===== src/rtl/fifo_bank_pkg.sv =====
// Shared constants and per-channel status type for the fifo_bank FIFO array.
// Optional error reporting in fifo_bank is enabled by defining FIFO_BANK_ERR_EN.
package fifo_bank_pkg;

    localparam int MAX_CHANNELS   = 16;
    localparam int STATUS_COUNT_W = 16;

    // count is carried at a fixed width so the type can be shared by every depth
    typedef struct packed {
        logic                      full;
        logic                      empty;
        logic                      almost_full;
        logic [STATUS_COUNT_W-1:0] count;
    } chan_status_t;

endpackage


===== src/rtl/fifo_bank_channel.sv =====
// One circular-buffer FIFO channel; requests arrive already decoded for this channel.
// Storage is deliberately unreset: empty/count gating keeps stale entries unreadable.
module fifo_bank_channel
    import fifo_bank_pkg::*;
#(
    parameter int DATA_WIDTH        = 8,
    parameter int DEPTH_LOG2        = 4,
    parameter int ALMOST_FULL_LEVEL = (2**DEPTH_LOG2) - 1
) (
    input  logic                  clock,
    input  logic                  resetn,
    input  logic                  push_req,
    input  logic                  pop_req,
    input  logic [DATA_WIDTH-1:0] push_data,
    output logic                  push_ok,
    output logic                  pop_ok,
    output logic [DATA_WIDTH-1:0] rd_data,
    output chan_status_t          status
);

    localparam int DEPTH = 2**DEPTH_LOG2;
    localparam int CNT_W = DEPTH_LOG2 + 1;

    logic [DATA_WIDTH-1:0] mem [DEPTH];
    logic [DEPTH_LOG2-1:0] wr_ptr;
    logic [DEPTH_LOG2-1:0] rd_ptr;
    logic [CNT_W-1:0]      count;
    logic                  is_full;
    logic                  is_empty;

    assign is_full  = (count == CNT_W'(DEPTH));
    assign is_empty = (count == '0);

    // a full channel still takes a push when a pop frees a slot in the same cycle
    assign pop_ok  = pop_req && !is_empty;
    assign push_ok = push_req && (!is_full || pop_ok);

    assign rd_data = mem[rd_ptr];

    assign status = '{full:        is_full,
                      empty:       is_empty,
                      almost_full: (32'(count) >= ALMOST_FULL_LEVEL),
                      count:       STATUS_COUNT_W'(count)};

    always_ff @(posedge clock) begin
        if (push_ok) begin
            mem[wr_ptr] <= push_data;
        end
    end

    always_ff @(posedge clock or negedge resetn) begin
        if (!resetn) begin
            wr_ptr <= '0;
            rd_ptr <= '0;
            count  <= '0;
        end else begin
            if (push_ok) begin
                wr_ptr <= wr_ptr + DEPTH_LOG2'(1);
            end
            if (pop_ok) begin
                rd_ptr <= rd_ptr + DEPTH_LOG2'(1);
            end
            case ({push_ok, pop_ok})
                2'b10:   count <= count + CNT_W'(1);
                2'b01:   count <= count - CNT_W'(1);
                default: count <= count;
            endcase
        end
    end

endmodule


===== src/rtl/fifo_bank.sv =====
// Bank of CHANNELS independent FIFOs with shared push/pop ports and a registered read port.
// Define FIFO_BANK_ERR_EN to add sticky overflow/underflow/addr_err flags and err_clear.
module fifo_bank
    import fifo_bank_pkg::*;
#(
    parameter int CHANNELS          = 4,
    parameter int DATA_WIDTH        = 8,
    parameter int DEPTH_LOG2        = 4,
    parameter int ALMOST_FULL_LEVEL = (2**DEPTH_LOG2) - 1,
    parameter int ADDR_WIDTH        = 4
) (
    input  logic                  clock,
    input  logic                  resetn,
`ifdef FIFO_BANK_ERR_EN
    input  logic                  err_clear,
    output logic [CHANNELS-1:0]   overflow,
    output logic [CHANNELS-1:0]   underflow,
    output logic                  addr_err,
`endif
    input  logic                  push,
    input  logic [ADDR_WIDTH-1:0] push_addr,
    input  logic [DATA_WIDTH-1:0] push_data,
    input  logic                  pop,
    input  logic [ADDR_WIDTH-1:0] pop_addr,
    output logic [DATA_WIDTH-1:0] data_out,
    output logic                  pop_valid,
    output logic [CHANNELS-1:0]   full,
    output logic [CHANNELS-1:0]   empty,
    output logic [CHANNELS-1:0]   almost_full,
    output logic [DEPTH_LOG2:0]   level
);

    localparam int LEVEL_W = DEPTH_LOG2 + 1;

    logic                  push_in_range;
    logic                  pop_in_range;
    logic [CHANNELS-1:0]   push_sel;
    logic [CHANNELS-1:0]   pop_sel;
    logic [CHANNELS-1:0]   push_req;
    logic [CHANNELS-1:0]   pop_req;
    logic [CHANNELS-1:0]   push_ok;
    logic [CHANNELS-1:0]   pop_ok;
    logic [DATA_WIDTH-1:0] rd_data [CHANNELS];
    chan_status_t          status  [CHANNELS];
    logic [DATA_WIDTH-1:0] sel_data;

    assign push_in_range = (32'(push_addr) < 32'(CHANNELS));
    assign pop_in_range  = (32'(pop_addr) < 32'(CHANNELS));

    for (genvar g = 0; g < CHANNELS; g++) begin : g_chan
        assign push_sel[g] = push_in_range && (push_addr == ADDR_WIDTH'(g));
        assign pop_sel[g]  = pop_in_range && (pop_addr == ADDR_WIDTH'(g));
        assign push_req[g] = push && push_sel[g];
        assign pop_req[g]  = pop && pop_sel[g];

        fifo_bank_channel #(
            .DATA_WIDTH        (DATA_WIDTH),
            .DEPTH_LOG2        (DEPTH_LOG2),
            .ALMOST_FULL_LEVEL (ALMOST_FULL_LEVEL)
        ) u_channel (
            .clock     (clock),
            .resetn    (resetn),
            .push_req  (push_req[g]),
            .pop_req   (pop_req[g]),
            .push_data (push_data),
            .push_ok   (push_ok[g]),
            .pop_ok    (pop_ok[g]),
            .rd_data   (rd_data[g]),
            .status    (status[g])
        );

        assign full[g]        = status[g].full;
        assign empty[g]       = status[g].empty;
        assign almost_full[g] = status[g].almost_full;
    end

    // at most one pop_ok bit is set, so this loop acts as a one-hot read mux
    always_comb begin
        sel_data = '0;
        level    = '0;
        for (int n = 0; n < CHANNELS; n++) begin
            if (pop_ok[n]) begin
                sel_data = rd_data[n];
            end
            if (pop_sel[n]) begin
                level = LEVEL_W'(status[n].count);
            end
        end
    end

    always_ff @(posedge clock or negedge resetn) begin
        if (!resetn) begin
            data_out  <= '0;
            pop_valid <= 1'b0;
        end else begin
            data_out  <= sel_data;
            pop_valid <= |pop_ok;
        end
    end

`ifdef FIFO_BANK_ERR_EN
    always_ff @(posedge clock or negedge resetn) begin
        if (!resetn) begin
            overflow  <= '0;
            underflow <= '0;
            addr_err  <= 1'b0;
        end else if (err_clear) begin
            overflow  <= '0;
            underflow <= '0;
            addr_err  <= 1'b0;
        end else begin
            overflow  <= overflow | (push_req & ~push_ok);
            underflow <= underflow | (pop_req & ~pop_ok);
            addr_err  <= addr_err | (push && !push_in_range) | (pop && !pop_in_range);
        end
    end
`endif

endmodule


===== config.mk =====
export PLATFORM = sky130hd
export DESIGN_NAME = fifo_bank
export DESIGN_NICKNAME = d
export VERILOG_FILES = /design/src/rtl/fifo_bank_pkg.sv /design/src/rtl/fifo_bank_channel.sv /design/src/rtl/fifo_bank.sv
export SDC_FILE = /design/constraint.sdc
export NUM_CORES = 1
export LEC_CHECK = 0
export CORE_MARGIN = 10
export CORE_UTILIZATION = 48
export CTS_CLUSTER_DIAMETER = 120
export CTS_CLUSTER_SIZE = 24
export DETAILED_ROUTE_END_ITERATION = 7
export SLEW_MARGIN = 20
export SYNTH_ARGS = -nofsm -noshare
export SYNTH_HDL_FRONTEND = slang
export SYNTH_SLANG_ARGS = --single-unit

===== constraint.sdc =====
create_clock -name clock -period 6.7 [get_ports clock]
set_input_delay 1.34 -clock clock [delete_from_list [all_inputs] [get_ports clock]]
set_output_delay 1.34 -clock clock [all_outputs]
set_load 0.01 [all_outputs]

==> flow_metrics.env, run 1 <==
export IMPL_cp_common_cell="ha_1"
export IMPL_crit_required_ns=7.22
export IMPL_clock_root_buffer="clkbuf_16"
export IMPL_synth_most_common_cell="edfxtp_1"
export IMPL_synth_ff_type="edfxtp_1"
export IMPL_powerDensity_mw_per_mm2=308
export IMPL_cp_buffers_inverters=2
export IMPL_crit_start="pop_addr[0]"
export IMPL_rrSetupSlack_ns=2.89
export IMPL_drive_gt1_frac=0.160
export IMPL_crit_chain="clkdlybuf4s50_1, nor4b_2, o211ai_2, a211oi_2, inv_2, ha_1, xor2_1, ha_1, o21a_1, o21ai_0, o21bai_1, mux2i_1, xnor2_1"
export IMPL_yosys_area_top_type="edfxtp_1"
export IMPL_pwr_share_comb=0.221
export IMPL_fin_nets=1380
export IMPL_synth_fp_nets=1356
export IMPL_worstReg2RegStart="g_chan[0].u_channel.count[1]"
export IMPL_avgRoutedWirePerCell_um=24.3
export IMPL_max_slew_margin_rel=0.260
export IMPL_cts_setup_buffers=0
export IMPL_antenna_found_initial=0
export IMPL_synthCells=1301
export IMPL_cts_sinks=573
export IMPL_final_antenna_net_count=0
export IMPL_grt_pass1_vias=11600
export IMPL_path_delay_family="compound AO/OA/AOI/OAI gates"
export IMPL_final_setup_tns_ns=0
export IMPL_hold_buffers=0
export IMPL_worst_hold_slack_ns=0.571
export IMPL_finalHoldViolations=0
export IMPL_finalCritPeriodShare=0.688
export IMPL_drv_cap=0
export IMPL_cts_tree="built"
export IMPL_fin_skew_ns=0.0170
export IMPL_core_sq_mm=0.0487
export IMPL_worst_pin_slew_ns=1.11
export IMPL_synth_seq_cells=573
export IMPL_reg2reg_to="g_chan[0].u_channel.count[4]"
export IMPL_num_antenna_cells=0
export IMPL_start_util=0.484
export IMPL_hold_depth=1
export IMPL_first_iter_violations=1125
export IMPL_cts_buffers=27
export IMPL_final_setup_viol_count=0
export IMPL_async_reset_ff_frac=0.106
export IMPL_numPortBuffers=45
export IMPL_p_seq_frac=0.549
export IMPL_ys_seq_area_frac=0.716
export IMPL_die_area_sq_mm=0.0584
export IMPL_crit_cells=13
export IMPL_yosys_area_share_adder=0.0186
export IMPL_synth_simple_area_share=0.0455
export IMPL_critical_path_peak_fanout=13
export IMPL_cpPeakStageDelay_ns=0.64
export IMPL_synth_top_family_by_area="multiplexers"
export IMPL_wl_um=48900
export IMPL_reg2reg_depth=12
export IMPL_synthTopCellsByArea="edfxtp_1 (65%), mux4_2 (11%), dfrtp_1 (6.5%), mux2i_1 (2.6%), ha_1 (1.9%)"
export IMPL_fmax_ghz=0.217
export IMPL_synth_edff_count=512
export IMPL_fp_dieW_um=242
export IMPL_grt_pass1_wl_um=74900
export IMPL_clk_pin_slew_ns=0.10
export IMPL_critPathLaunchType="input pin"
export IMPL_clock_path_buffers=3
export IMPL_p_leak_nw=8.13
export IMPL_io_pins=46
export IMPL_vias_per_cell=5.67
export IMPL_ir_worst_vdd_uv=198
export IMPL_n_fill_cell=3869
export IMPL_critPathSlowestCell="a211oi_2"
export IMPL_crit_type="in -> reg"
export IMPL_gp_congestion=0.776
export IMPL_worstSkewPairLatency_ns=0.59
export IMPL_status="finished, final reports clean"
export IMPL_clock_power_share=0.231
export IMPL_holdPathEnd="g_chan[3].u_channel.wr_ptr[2]"
export IMPL_htreeDepth=1
export IMPL_power_switching_mw=2.19
export IMPL_internal_power_mw=5.66
export IMPL_synthXorXnorAreaFrac=0.0178
export IMPL_areaGrowthSynthToFinish_pct=7.95
export IMPL_ctsResizeCount=0
export IMPL_synth_compound_area_share=0.0404
export IMPL_hold_class="reg -> reg"
export IMPL_yosysTopAreaCellShare=0.652
export IMPL_finalCriticalPeriod_ns=4.61
export IMPL_slew_viol_final=0
export IMPL_rsz0062_at_grt="no"
export IMPL_die_height_um=242
export IMPL_drt_pass1_iterations=5
export IMPL_grt_util_all_layers=0.166
export IMPL_yosysWarnings=0
export IMPL_synth_cell_types=58
export IMPL_vias=11400
export IMPL_p_sw_frac=0.279
export IMPL_drcViolationCount=0
export IMPL_grt_max_degree=65
export IMPL_rows=81
export IMPL_synth_area_per_cell_sq_um=18.1
export IMPL_globalRouteOverflowTotal=0
export IMPL_end_kind="flop"
export IMPL_synthTopCellsByCount="edfxtp_1 (512), mux4_2 (116), dfrtp_1 (61), mux2i_1 (61), nor2_1 (57)"
export IMPL_dp_hpwl_um=29800
export IMPL_cp_arrival_ns=5.13
export IMPL_muxShareOfSynthArea=0.139
export IMPL_hp_start="g_chan[3].u_channel.wr_ptr[2]"
export IMPL_synthesis_area_sq_mm=0.0236
==> metal layers <==
layer,up-vias,part of all wire,track usage
li1,5172,-,-
met1,5920,0.47,0.243
met2,246,0.47,0.260
met3,50,0.049,0.0273
met4,0,0.017,0.0350
met5,-,0,0
==> cell type report <==
class | instances | area [sq um] | share of cell area
inverter | 31 | 116 | 0.00457
timing repair buffer | 79 | 663 | 0.0260
multi-input combinational | 613 | 6200 | 0.243
clock inverter | 1 | 5.00 | 0.000196
clock buffer | 48 | 754 | 0.0296
sequential | 573 | 16900 | 0.664
tap | 664 | 831 | 0.0326
==> metrics by stage <==
stage | std cells | total power, mW | worst slack (ns) | cell area (sq um) | util
after floorplan | 1301 | 5.65 | 2.53 | 23600 | -
after global placement | 1960 | 6.12 | 1.55 | 24700 | 0.507
after detailed placement | 1960 | 6.14 | 1.51 | 24700 | 0.507
after CTS | 2009 | 7.93 | 2.12 | 25500 | 0.522
after global routing | 2009 | 8.24 | 1.76 | 25500 | 0.523
final | 2009 | 7.85 | 2.09 | 25500 | 0.523
==> power by group through the flow <==
stage	combinational, mW	sequential, mW	clock [mW]
floorplan	1.45	4.20	0
global placement	1.75	4.38	0
detailed placement	1.76	4.38	0
CTS	1.76	4.30	1.87
global route	1.89	4.34	2.01
finish	1.73	4.30	1.81
==> sequential cells by signal, summed over array words and instances (netlist names) <==
register / count
g_chan.u_channel.count: 20
g_chan.u_channel.wr_ptr: 16
g_chan.u_channel.mem: 512
g_chan.u_channel.rd_ptr: 16
data_out: 8
pop_valid: 1
==> placed cells by master (no fill, tap or decap), types with 12 or more instances in the layout <==
master,synthesis,routed
a21oi_1,17,17
a221oi_1,14,14
buf_4,11,35
clkbuf_1,47,21
clkbuf_16,0,27
clkdlybuf4s50_1,0,36
dfrtp_1,61,57
edfxtp_1,512,512
ha_1,35,35
inv_1,29,29
mux2i_1,61,61
mux4_2,116,116
nand2_1,52,52
nand2b_1,20,20
nand3_1,12,12
nor2_1,57,57
nor2b_1,13,13
nor3_1,18,14
o211ai_1,17,17
o21ai_0,23,23
xnor2_1,31,31
xor2_1,17,17
==> cells by family (layout without fill, tap and decap cells) <==
family,after synthesis,in the layout
flops,573,573
xor+xnor,48,48
mux,183,183
simple gates,213,213
buf+inv,115,159
fa+ha+maj,35,35
compound gates,134,134
==> how the worst max path moves through the flow <==
stage / endpoint / slack (ns)
detailed placement: g_chan[2].u_channel.count[4] / 1.51
CTS: level[0] / 2.12
global route: g_chan[2].u_channel.count[4] / 1.76
global placement: g_chan[2].u_channel.count[4] / 1.55
finish: g_chan[2].u_channel.count[4] / 2.09
floorplan: g_chan[0].u_channel.count[4] / 2.53
Power figures use the tool's default switching activity.
==> run 2: changes to the inputs <==
Clock period 6.7 ns to 4.8 ns, I/O delays scaled along.
==> run 2 against run 1 <==
Net effect:
- wire length is 1.4% higher
- sequential power is 45% higher
- flip-flop and latch count is the same
- worst hold slack lost 0.12 ns
- count of clock-buffer cells in the layout unchanged
- highest routed layer unchanged
- first-iteration DRC count down 10%
- global-route usage up 0.073 points
- largest power group unchanged
- clock power is 41% higher
- core utilization up 0.19 points
- design area is 0.36% higher
- sequential share of layout area fell by 0.24 points
==> flow_metrics.env, run 2 (same netlist as run 1, synthesis figures left out) <==
export IMPL_status="finished, final reports clean"
export IMPL_layout_commonest_cell="edfxtp_1"
export IMPL_largest_reg_flops=512
export IMPL_slew_viol_final=0
export IMPL_drive_gt1_frac=0.166
export IMPL_final_setup_viol_count=0
export IMPL_htreeDepth=1
export IMPL_fmax_ghz=0.262
export IMPL_drv_cap=0
export IMPL_grt_pass1_wl_um=75500
export IMPL_cp_common_cell="clkdlybuf4s50_1"
export IMPL_core_sq_mm=0.0487
export IMPL_regMostFlops="g_chan.u_channel.mem"
export IMPL_fin_area_sq_mm=0.0256
export IMPL_rows=81
export IMPL_cp_arrival_ns=2.85
export IMPL_grt_util_all_layers=0.167
export IMPL_end_kind="output port"
export IMPL_hold_class="in -> async"
export IMPL_cts_sinks=573
export IMPL_die_area_sq_mm=0.0584
export IMPL_finalHoldViolations=0
export IMPL_grt_pass1_vias=11700
export IMPL_num_antenna_cells=0
export IMPL_hold_buffers=0
export IMPL_dp_hpwl_um=31200
export IMPL_final_antenna_net_count=0
export IMPL_final_setup_tns_ns=0
export IMPL_critical_path_peak_fanout=7
export IMPL_ctsResizeCount=0
export IMPL_crit_required_ns=3.84
export IMPL_path_delay_family="buffers and inverters"
export IMPL_finalCritPeriodShare=0.794
export IMPL_vias=11600
export IMPL_setup_ws_ns=0.988
export IMPL_finalCriticalPeriod_ns=3.81
export IMPL_cts_setup_buffers=0
export IMPL_cts_tree="built"
export IMPL_critPathSlowestCell="clkdlybuf4s50_1"
export IMPL_vias_per_cell=5.71
export IMPL_post_dp_cell_area_sq_mm=0.0248
export IMPL_gp_congestion=0.816
export IMPL_start_util=0.484
export IMPL_dpl_worst_slack_ns=0.431
export IMPL_layout_common_cells="edfxtp_1 (512), mux4_2 (116), mux2i_1 (61)"
export IMPL_areaGrowthSynthToFinish_pct=8.35
export IMPL_cp_buffers_inverters=2
export IMPL_first_iter_violations=1013
export IMPL_fin_skew_ns=0.0132
export IMPL_critPathLaunchType="input pin"
export IMPL_globalRouteOverflowTotal=0
export IMPL_worstSkewPairLatency_ns=0.59
export IMPL_io_pins=46
export IMPL_die_height_um=242
export IMPL_clock_root_buffer="clkbuf_16"
export IMPL_max_slew_margin_rel=0.299
export IMPL_fin_nets=1395
export IMPL_grt_max_degree=65
export IMPL_numPortBuffers=45
export IMPL_drcViolationCount=0
export IMPL_p_leak_nw=8.20
export IMPL_reg_largest_list="g_chan.u_channel.mem x512, g_chan.u_channel.count x20"
export IMPL_cts_buffers=27
export IMPL_multi_input_area_sq_mm=0.00618
export IMPL_crit_type="in -> out"
export IMPL_clock_path_buffers=3
export IMPL_clk_pin_slew_ns=0.10
export IMPL_cpPeakStageDelay_ns=0.71
export IMPL_avgRoutedWirePerCell_um=24.5
export IMPL_wl_um=49600
export IMPL_antenna_found_initial=0
export IMPL_rsz0062_at_grt="no"
export IMPL_n_fill_cell=3898
export IMPL_drt_pass1_iterations=5
export IMPL_fp_dieW_um=242
export IMPL_worst_pin_slew_ns=1.05
export IMPL_powerDensity_mw_per_mm2=431
export IMPL_ir_worst_vdd_uv=391
export IMPL_seq_area_sq_mm=0.0169
export IMPL_crit_chain="clkdlybuf4s50_1, mux4_2, nor2b_1, clkdlybuf4s50_1"
-- run 2: changes by cell type in the layout (fill, tap and decap cells not counted), sizes merged --
cell and delta:
buf +15
-- run 2: stage by stage --
step / power, mW / std cells / hold WS [ns] / util
2_1_floorplan: 7.89 / 1301 / 0.503 / -
3_3_place_gp: 8.60 / 1975 / 0.560 / 0.509
3_5_place_dp: 8.61 / 1975 / 0.562 / 0.509
4_1_cts: 11.1 / 2024 / 0.486 / 0.524
5_1_grt: 11.5 / 2024 / 0.504 / 0.524
6_report: 11.0 / 2024 / 0.448 / 0.524
-- run 2: routing by layer --
metal / routed length (um) / track usage / vias to the layer above
met3: 2440 / 0.0236 / 47
met2: 23300 / 0.261 / 250
met5: 0 / 0 / -
met4: 799 / 0.0298 / 0
met1: 23100 / 0.249 / 6071
li1: - / - / 5196
-- run 2: report_power, final --
group	internal, mW	switching [mW]
clock	1.07	1.48
sequential	5.63	0.593
combinational	1.21	1.04
total	7.91	3.11
-- run 2: layout make-up --
| cell class | instances | area share |
|---|---|---|
| clock inverter | 1 | 0.000196 |
| multi-input combinational | 613 | 0.242 |
| sequential | 573 | 0.661 |
| tap | 664 | 0.0325 |
| timing repair buffer | 94 | 0.0303 |
| clock buffer | 48 | 0.0295 |
| inverter | 31 | 0.00455 |
-- run 2: path summary, 6_finish.rpt --
check,start,end,slack [ns],depth (start not counted)
setup / recovery,pop_addr[0],level[2],0.99,4
hold / removal,resetn,g_chan[2].u_channel.count[0],0.45,1
setup reg to reg,g_chan[0].u_channel.count[1],g_chan[0].u_channel.count[4],1.23,13
hold reg to reg,g_chan[3].u_channel.wr_ptr[2],g_chan[3].u_channel.wr_ptr[2],0.58,1
max in group asynchronous,resetn,g_chan[3].u_channel.rd_ptr[0],3.72,1
min in group clock,g_chan[3].u_channel.wr_ptr[2],g_chan[3].u_channel.wr_ptr[2],0.58,1
==> run 3: changes to the inputs <==
Clock period 4.8 ns to 3.9 ns, I/O delays scaled along.
==> run 3 against run 2 <==
Net effect:
- worst hold slack worse by 0.14 ns
- register-to-register slack worse by 0.53 ns
- die area stayed put
- largest cell class unchanged
- largest power group unchanged
==> flow_metrics.env, run 3 (same netlist as run 1, synthesis figures left out) <==
export IMPL_multi_input_area_sq_mm=0.00618
export IMPL_reg_largest_list="g_chan.u_channel.mem x512, g_chan.u_channel.count x20"
export IMPL_critical_path_peak_fanout=6
export IMPL_crit_type="in -> out"
export IMPL_avgRoutedWirePerCell_um=24.0
export IMPL_layout_commonest_cell="edfxtp_1"
export IMPL_dp_hpwl_um=32300
export IMPL_slew_viol_final=0
export IMPL_largest_reg_flops=512
export IMPL_first_iter_violations=1118
export IMPL_die_area_sq_mm=0.0584
export IMPL_wl_um=49800
export IMPL_final_setup_tns_ns=0
export IMPL_grt_util_all_layers=0.169
export IMPL_areaGrowthSynthToFinish_pct=9.94
export IMPL_met3_length_um=2620
export IMPL_fin_nets=1442
export IMPL_drcViolationCount=0
export IMPL_die_height_um=242
export IMPL_end_kind="output port"
export IMPL_crit_chain="clkdlybuf4s50_1, buf_4, mux4_2, nor2b_1, clkdlybuf4s50_1"
export IMPL_cts_setup_buffers=0
export IMPL_rrSetupSlack_ns=0.70
export IMPL_status="finished, final reports clean"
export IMPL_wirelength_met1_um=23100
export IMPL_top_layer_used="met4"
export IMPL_finalHoldViolations=0
export IMPL_drv_cap=0
export IMPL_clock_root_buffer="clkbuf_16"
export IMPL_cts_buffers=27
export IMPL_ir_worst_vdd_uv=353
export IMPL_ctsResizeCount=0
export IMPL_hold_class="in -> async"
export IMPL_antenna_found_initial=0
export IMPL_regMostFlops="g_chan.u_channel.mem"
export IMPL_cts_tree="built"
export IMPL_n_fill_cell=3874
export IMPL_vias_per_cell=5.72
export IMPL_cp_arrival_ns=2.58
export IMPL_cts_sinks=573
export IMPL_layout_common_cells="edfxtp_1 (512), mux4_2 (116), buf_4 (97)"
export IMPL_worstSkewPairLatency_ns=0.61
export IMPL_wl_met2_um=23200
export IMPL_start_util=0.484
export IMPL_p_leak_nw=8.46
export IMPL_reg2reg_depth=12
export IMPL_powerDensity_mw_per_mm2=524
export IMPL_hold_buffers=0
export IMPL_cp_common_cell="clkdlybuf4s50_1"
export IMPL_max_slew_margin_rel=0.279
export IMPL_clock_path_buffers=3
export IMPL_totalPowerFinal_mw=13.6
export IMPL_crit_required_ns=3.12
export IMPL_utilization=0.532
export IMPL_cpPeakStageDelay_ns=0.50
export IMPL_drt_pass1_iterations=5
export IMPL_numPortBuffers=45
export IMPL_grt_max_degree=62
export IMPL_critPathSlowestCell="clkdlybuf4s50_1"
export IMPL_finalCriticalPeriod_ns=3.36
export IMPL_vias=11800
export IMPL_fin_skew_ns=0.0324
export IMPL_finalCritPeriodShare=0.861
export IMPL_worst_pin_slew_ns=1.08
export IMPL_io_pins=46
export IMPL_reg2reg_to="g_chan[0].u_channel.count[4]"
export IMPL_globalRouteOverflowTotal=0
export IMPL_grt_pass1_vias=11800
export IMPL_finalNonFillerCells=2072
export IMPL_critPathLaunchType="input pin"
export IMPL_clk_pin_slew_ns=0.10
export IMPL_rsz0062_at_grt="no"
export IMPL_fp_dieW_um=242
export IMPL_seq_area_sq_mm=0.0169
export IMPL_num_antenna_cells=0
export IMPL_gp_congestion=0.802
export IMPL_final_setup_viol_count=0
export IMPL_worstReg2RegStart="g_chan[0].u_channel.count[1]"
export IMPL_rows=81
export IMPL_core_sq_mm=0.0487
export IMPL_fmax_ghz=0.298
export IMPL_htreeDepth=1
export IMPL_placedCellCount=2022
export IMPL_drive_gt1_frac=0.195
export IMPL_grt_pass1_wl_um=75800
export IMPL_final_antenna_net_count=0
## run 3: cell types whose count changed in the layout (fill, tap and decap cells not counted), sizes merged
cell / change
inv: +1
buf: +47
## run 3: worst max-delay path by stage
stage | from | to | slack (ns) | depth (start not counted)
after floorplan | pop_addr[0] | g_chan[0].u_channel.count[4] | 0.29 | 16
after global placement | pop_addr[0] | g_chan[2].u_channel.count[4] | 0.25 | 13
after detailed placement | pop_addr[2] | g_chan[2].u_channel.count[4] | 0.16 | 13
after CTS | pop_addr[0] | level[1] | 0.52 | 5
after global routing | pop_addr[0] | level[3] | 0.43 | 5
final | pop_addr[0] | level[1] | 0.54 | 5
## run 3: through the flow
step           setup slack (ns)  hold slack [ns]  instance area, sq um
3_3_place_gp              0.252            0.522                 25200
4_1_cts                   0.525            0.335                 25900
2_1_floorplan             0.293            0.484                 23600
3_5_place_dp              0.159            0.528                 25200
6_report                  0.543            0.312                 25900
5_1_grt                   0.434            0.373                 25900
## run 3: area by class of cell
class / count / share of cell area
clock buffers: 48 / 0.0291
clock inverters: 2 / 0.000531
inverters: 31 / 0.00449
multi-input cells: 613 / 0.238
flip-flops and latches: 573 / 0.652
well taps: 664 / 0.0320
repair buffers: 141 / 0.0441
## run 3: worst max-delay path: cells and delay by family
kind / cells / cell delay [ns]
buffers and inverters: 3 / 1.16
multiplexers: 1 / 0.49
AND/OR/NAND/NOR: 1 / 0.14
## run 3: routing by layer
| metal | vias up | track usage |
|---|---|---|
| met4 | 0 | 0.0377 |
| met3 | 51 | 0.0234 |
| li1 | 5285 | - |
| met1 | 6215 | 0.250 |
| met5 | - | 0 |
| met2 | 298 | 0.261 |
## run 3: where the power goes
group | internal, mW | leakage (nW) | switching, mW
Clock | 1.33 | 0.366 | 1.83
Sequential | 6.93 | 5.38 | 0.600
Combinational | 1.53 | 2.72 | 1.39
Total | 9.78 | 8.46 | 3.82
